[src/rtl/jk_bank_arbiter.sv]
`default_nettype none
// ============================================================================
// Module  : jk_bank_arbiter
// Brief   : Round-robin arbiter/sequencer sharing one bank of JK flip-flops
//           between NREQ requesters; one drive cycle, one sample cycle.
// Rev     : 1.0
// ============================================================================
module jk_bank_arbiter #(
  parameter int NREQ  = 4,
  parameter int NBITS = 8,
  parameter int IDXW  = 3
) (
  input  logic                    clk,
  input  logic                    reset,
  input  logic [NREQ-1:0]         req_valid_i,
  input  logic [2*NREQ-1:0]       req_op_i,
  input  logic [IDXW*NREQ-1:0]    req_idx_i,
  output logic [NREQ-1:0]         req_ready_o,
  output logic [NBITS-1:0]        j_out_o,
  output logic [NBITS-1:0]        k_out_o,
  input  logic [NBITS-1:0]        q_in_i,
  output logic                    rsp_valid_o,
  output logic [$clog2(NREQ)-1:0] rsp_id_o,
  output logic                    rsp_q_o,
  output logic                    rsp_err_o,
  output logic                    busy_o
);

  localparam int IDW = $clog2(NREQ);

  localparam logic [1:0] ST_IDLE   = 2'd0;
  localparam logic [1:0] ST_DRIVE  = 2'd1;
  localparam logic [1:0] ST_SAMPLE = 2'd2;

  logic [1:0]       state_q, state_d;
  logic [IDW-1:0]   ptr_q, ptr_d;
  logic [IDW-1:0]   id_q, id_d;
  logic [NBITS-1:0] sel_q, sel_d;
  logic             err_q, err_d;
  logic [NBITS-1:0] j_q, j_d;
  logic [NBITS-1:0] k_q, k_d;
  logic             rsp_valid_q, rsp_valid_d;
  logic [IDW-1:0]   rsp_id_q, rsp_id_d;
  logic             rsp_q_q, rsp_q_d;
  logic             rsp_err_q, rsp_err_d;

  logic             w_found;
  logic [IDW-1:0]   w_win;
  logic [IDW-1:0]   w_cand;
  logic [1:0]       w_op;
  logic [IDXW-1:0]  w_idx;
  logic [NBITS-1:0] w_mask;

  function automatic logic [IDW-1:0] wrap_inc(input logic [IDW-1:0] base, input int step);
    int s;
    s = int'(base) + step;
    if (s >= NREQ) s = s - NREQ;
    return IDW'(s);
  endfunction

  // Round-robin search from the pointer; an empty mask marks an out-of-range index.
  always_comb begin
    w_found = 1'b0;
    w_win   = '0;
    w_cand  = '0;
    w_op    = '0;
    w_idx   = '0;
    for (int i = 0; i < NREQ; i++) begin
      w_cand = wrap_inc(ptr_q, i);
      if (!w_found && req_valid_i[w_cand]) begin
        w_found = 1'b1;
        w_win   = w_cand;
      end
    end
    for (int r = 0; r < NREQ; r++) begin
      if (w_win == IDW'(r)) begin
        w_op  = req_op_i[2*r +: 2];
        w_idx = req_idx_i[IDXW*r +: IDXW];
      end
    end
    for (int b = 0; b < NBITS; b++) begin
      w_mask[b] = (w_idx == IDXW'(b));
    end
  end

  always_comb begin
    req_ready_o = '0;
    for (int r = 0; r < NREQ; r++) begin
      req_ready_o[r] = (state_q == ST_IDLE) && w_found && (w_win == IDW'(r));
    end
  end

  always_comb begin
    state_d     = state_q;
    ptr_d       = ptr_q;
    id_d        = id_q;
    sel_d       = sel_q;
    err_d       = err_q;
    j_d         = '0;
    k_d         = '0;
    rsp_valid_d = 1'b0;
    rsp_id_d    = rsp_id_q;
    rsp_q_d     = rsp_q_q;
    rsp_err_d   = rsp_err_q;
    case (state_q)
      ST_IDLE: begin
        if (w_found) begin
          state_d = ST_DRIVE;
          ptr_d   = wrap_inc(w_win, 1);
          id_d    = w_win;
          sel_d   = w_mask;
          err_d   = ~|w_mask;
          j_d     = w_mask & {NBITS{w_op[1]}};
          k_d     = w_mask & {NBITS{w_op[0]}};
        end
      end
      ST_DRIVE: begin
        state_d = ST_SAMPLE;
      end
      ST_SAMPLE: begin
        state_d     = ST_IDLE;
        rsp_valid_d = 1'b1;
        rsp_id_d    = id_q;
        rsp_q_d     = |(q_in_i & sel_q);
        rsp_err_d   = err_q;
      end
      default: begin
        state_d = ST_IDLE;
      end
    endcase
  end

  always_ff @(posedge clk) begin
    if (reset) begin
      state_q     <= ST_IDLE;
      ptr_q       <= '0;
      id_q        <= '0;
      sel_q       <= '0;
      err_q       <= 1'b0;
      j_q         <= '0;
      k_q         <= '0;
      rsp_valid_q <= 1'b0;
      rsp_id_q    <= '0;
      rsp_q_q     <= 1'b0;
      rsp_err_q   <= 1'b0;
    end else begin
      state_q     <= state_d;
      ptr_q       <= ptr_d;
      id_q        <= id_d;
      sel_q       <= sel_d;
      err_q       <= err_d;
      j_q         <= j_d;
      k_q         <= k_d;
      rsp_valid_q <= rsp_valid_d;
      rsp_id_q    <= rsp_id_d;
      rsp_q_q     <= rsp_q_d;
      rsp_err_q   <= rsp_err_d;
    end
  end

  assign j_out_o     = j_q;
  assign k_out_o     = k_q;
  assign rsp_valid_o = rsp_valid_q;
  assign rsp_id_o    = rsp_id_q;
  assign rsp_q_o     = rsp_q_q;
  assign rsp_err_o   = rsp_err_q;
  assign busy_o      = (state_q != ST_IDLE);

endmodule
`default_nettype wire

[config.mk]
export PLATFORM = sky130hd
export DESIGN_NAME = jk_bank_arbiter
export DESIGN_NICKNAME = d
export VERILOG_FILES = /design/src/rtl/jk_bank_arbiter.sv
export SDC_FILE = /design/constraint.sdc
export NUM_CORES = 1
export LEC_CHECK = 0
export BUFFER_PORTS_ARGS = -buffer_cell sky130_fd_sc_hd__clkbuf_2
export CAP_MARGIN = 10
export CORE_MARGIN = 1.5
export CORE_UTILIZATION = 38
export DETAILED_ROUTE_END_ITERATION = 8
export SYNTH_ARGS = -nofsm -noshare
export SYNTH_HDL_FRONTEND = slang
export SYNTH_SLANG_ARGS = --single-unit
[constraint.sdc]
create_clock -name clk -period 4.4 [get_ports clk]
set_input_delay 0 -clock clk [delete_from_list [all_inputs] [get_ports clk]]
set_output_delay 0 -clock clk [all_outputs]
set_load 0.01 [all_outputs]
==> results.py <==
metrics = {
    "drt": {
        "route.detailed.drc": 0,
        "wl_per_cell_um": 12.6,
        "drt_iter0_markers": 54,
        "num_vias": 1409,
        "dr.pass1.iters": 4,
        "totalWireLength_mm": 3.48,
        "antenna_left": 0,
        "viasPerCell": 5.12,
    },
    "grt": {
        "met3_usage_pct": 4.33,
        "met1_usage_pct": 22.9,
        "track_usage_pct": 17.3,
        "grt_pass1_wl_mm": 5.93,
        "top_usage_layer": "met2",
        "grt_max_degree": 16,
        "antenna_found_initial": 0,
        "use_met2_pct": 26.5,
        "gr-total-overflow": 0,
        "grt_pass1_vias": 1348,
    },
    "sta": {
        "slew-limit-headroom_pct": 52.4,
        "tightest_slew_ns": 0.713,
        "tns_ns": 0,
        "drv_slew": 0,
        "final.min_clock_period_ns": 2.69,
        "final_hold_viol_count": 0,
        "max_freq_mhz": 372,
        "finalClockSkew_ns": 0.00532,
        "setup_viol": 0,
        "fin_crit_sh_pct": 61.1,
        "rsz0062_at_grt": "no",
    },
    "floorplan": {
        "core_um2": 3970,
        "dieArea_um2": 4510,
        "initial_utilization_pct": 39.4,
        "die_h_um": 67.2,
        "rows": 23,
        "die_w_um": 67.2,
        "io_pins": 60,
    },
    "yosys": {
        "synth_edf_count": 0,
        "ys.warnings.count": 0,
        "ys_types": 41,
        "avgSynthCellArea_um2": 9.42,
        "synth_area_um2": 1560,
        "ys_seq_elements": 36,
        "syn_nets": 204,
        "syn-instance-count": 166,
        "yosysTopAreaCellShare_pct": 46.1,
        "netlist.top_cell.by_area": "dfxtp_1",
        "ys.flop_type": "dfxtp_1",
        "synth_most_common_cell": "dfxtp_1",
        "synthArstFlopShare_pct": 0,
        "synth_common_cells": "dfxtp_1, nand2_1, nor3_1, nor3_2",
        "netlist_top_cells_area": "dfxtp_1, nor3_2, nand2_1",
        "yosysSeqAreaShare_pct": 46.1,
    },
    "cts": {
        "cts.sinks": 36,
        "cts_resized": 0,
        "cts-buffers-inserted": 5,
        "cts-root-buf": "clkbuf_8",
        "clk-insertion-delay-late_ns": 0.29,
        "cts_max_level": 2,
        "holdBufCountCts": 0,
        "cts.path.max_buffers": 2,
        "path_clk_slew_ns": 0.07,
        "cts_tree": "built",
        "postCtsSetupRepairBufs": 0,
    },
    "setup_path": {
        "startpoint_type": "flop",
        "r2r_start": "ptr_q[1]$_SDFFE_PP0P_",
        "end_kind": "flop",
        "reg2reg_to": "sel_q[5]$_SDFFE_PP0P_",
        "crit_path_max_fanout": 8,
        "worstRegToRegCells": 9,
        "worstSetupPathType": "flop to flop",
        "cp.required_ns": 4.59,
        "worst_ep_arrival_time_ns": 2.87,
        "r2r_setup_slack_ns": 1.71,
    },
    "power_and_ir_drop": {
        "max-vdd-ir-drop_mv": 0.153,
        "p_clk_share_pct": 26.3,
        "seq_power_share_pct": 42.1,
        "p_per_area_nw_per_um2": 440,
        "netSwitchingFraction_pct": 34.9,
        "leakage_nw": 0.848,
        "intPower_mw": 0.566,
        "power_frac_comb_pct": 31.7,
        "p_switching_mw": 0.304,
    },
    "finish": {
        "diodes": 0,
        "layout-drive-gt1-share_pct": 36.9,
        "instances_no_fill": 275,
        "final_nets": 262,
        "area_growth_pct": 26.4,
    },
    "worst_hold_path": {
        "min_path_type": "primary input to flop",
        "whs_endpoint": "rsp_id_o[0]$_SDFFE_PP0P_",
        "min_delay_path_depth": 2,
        "min_from": "reset",
    },
    "placed_design": {
        "place.gp.congestion": 0.743,
        "io_buffers": 59,
        "dp_hpwl_mm": 2.70,
        "placed_cells": 267,
    },
    "job": {
        "drv_cap": 0,
    },
    "run_status": {
        "status": "finished, final reports clean",
    },
}
[worst max-delay path, cell delays in order, from the launching register on]
cell	delay, ns
dfxtp_1	0.39
nand2_1	0.07
a311oi_1	0.33
or2_2	0.20
inv_1	0.06
ha_1	0.26
or2_1	0.31
a221oi_1	0.42
o21ai_1	0.27
o32ai_1	0.29
[routing by layer]
| layer | vias to the layer above | part of all wire (%) |
|---|---|---|
| met2 | 56 | 41 |
| met3 | 6 | 7.9 |
| li1 | 721 | - |
| met1 | 626 | 49 |
| met4 | 0 | 1.9 |
| met5 | - | 0 |
[worst max path at each step]
stage	start	endpoint
6_report	ptr_q[1]$_SDFFE_PP0P_	sel_q[5]$_SDFFE_PP0P_
5_1_grt	ptr_q[1]$_SDFFE_PP0P_	sel_q[0]$_SDFFE_PP0P_
4_1_cts	ptr_q[1]$_SDFFE_PP0P_	sel_q[5]$_SDFFE_PP0P_
3_5_place_dp	ptr_q[0]$_SDFFE_PP0P_	sel_q[3]$_SDFFE_PP0P_
3_3_place_gp	ptr_q[0]$_SDFFE_PP0P_	sel_q[3]$_SDFFE_PP0P_
2_1_floorplan	ptr_q[0]$_SDFFE_PP0P_	sel_q[3]$_SDFFE_PP0P_
[power by group through the flow]
stage | registers [mW] | clock network (mW) | logic, mW
after detailed placement | 0.374 | 0 | 0.273
after CTS | 0.366 | 0.236 | 0.275
final | 0.366 | 0.228 | 0.275
after global routing | 0.370 | 0.253 | 0.304
after floorplan | 0.375 | 0 | 0.200
after global placement | 0.373 | 0 | 0.274
[area by class of cell]
cell class	instances	area, µm²
timing repair buffer	61	310
sequential	36	721
tap	50	62.6
multi-input combinational	112	766
inverter	8	30.0
fill	392	1990
clock inverter	3	18.8
clock buffer	5	68.8
[placed cells by master (no fill, tap or decap), types with 2 or more instances in the layout]
cell       n
a21oi_1    6
a311oi_1   2
nor3_2     8
inv_1      7
nand3b_1   2
nand2b_1   5
ha_1       4
or3_1      4
clkinv_2   2
a221oi_1   5
dfxtp_1   36
clkbuf_8   5
o21ai_1    2
o32ai_2    2
o32ai_1    6
clkbuf_2  59
o22ai_1    3
buf_4      2
a211oi_1   2
nor2_1     6
nor2b_1    3
a22o_1     3
nor3_1     8
and2_1     4
nand2_1   19
or2_1      2
nor3b_1    2
[registers in the layout, indices dropped and copies added, names as in the netlist, 2 cells and up]
signal    cells
state_q       2
sel_q         8
k_out_o       8
id_q          2
rsp_id_o      2
ptr_q         2
j_out_o       8
[through the flow]
step	cell area [µm²]	util [%]	hold slack, ns	power [mW]	setup slack, ns
after global placement	1890	47.6	0.325	0.647	1.73
after floorplan	1560	-	0.302	0.575	2.02
after global routing	1980	49.8	0.0422	0.927	1.36
final	1980	49.8	0.0204	0.870	1.71
after CTS	1980	49.8	0.0283	0.877	1.74
after detailed placement	1890	47.6	0.333	0.646	1.78
[cell families after synthesis]
kind of cell	share of synthesized area, %
and+or+nand+nor	25.7
AOI/OAI and AO/OA	20.1
adders and majority gates	3.20
DFF	46.1
buffers and inverters	4.96
(Power assumes the default switching activity.)
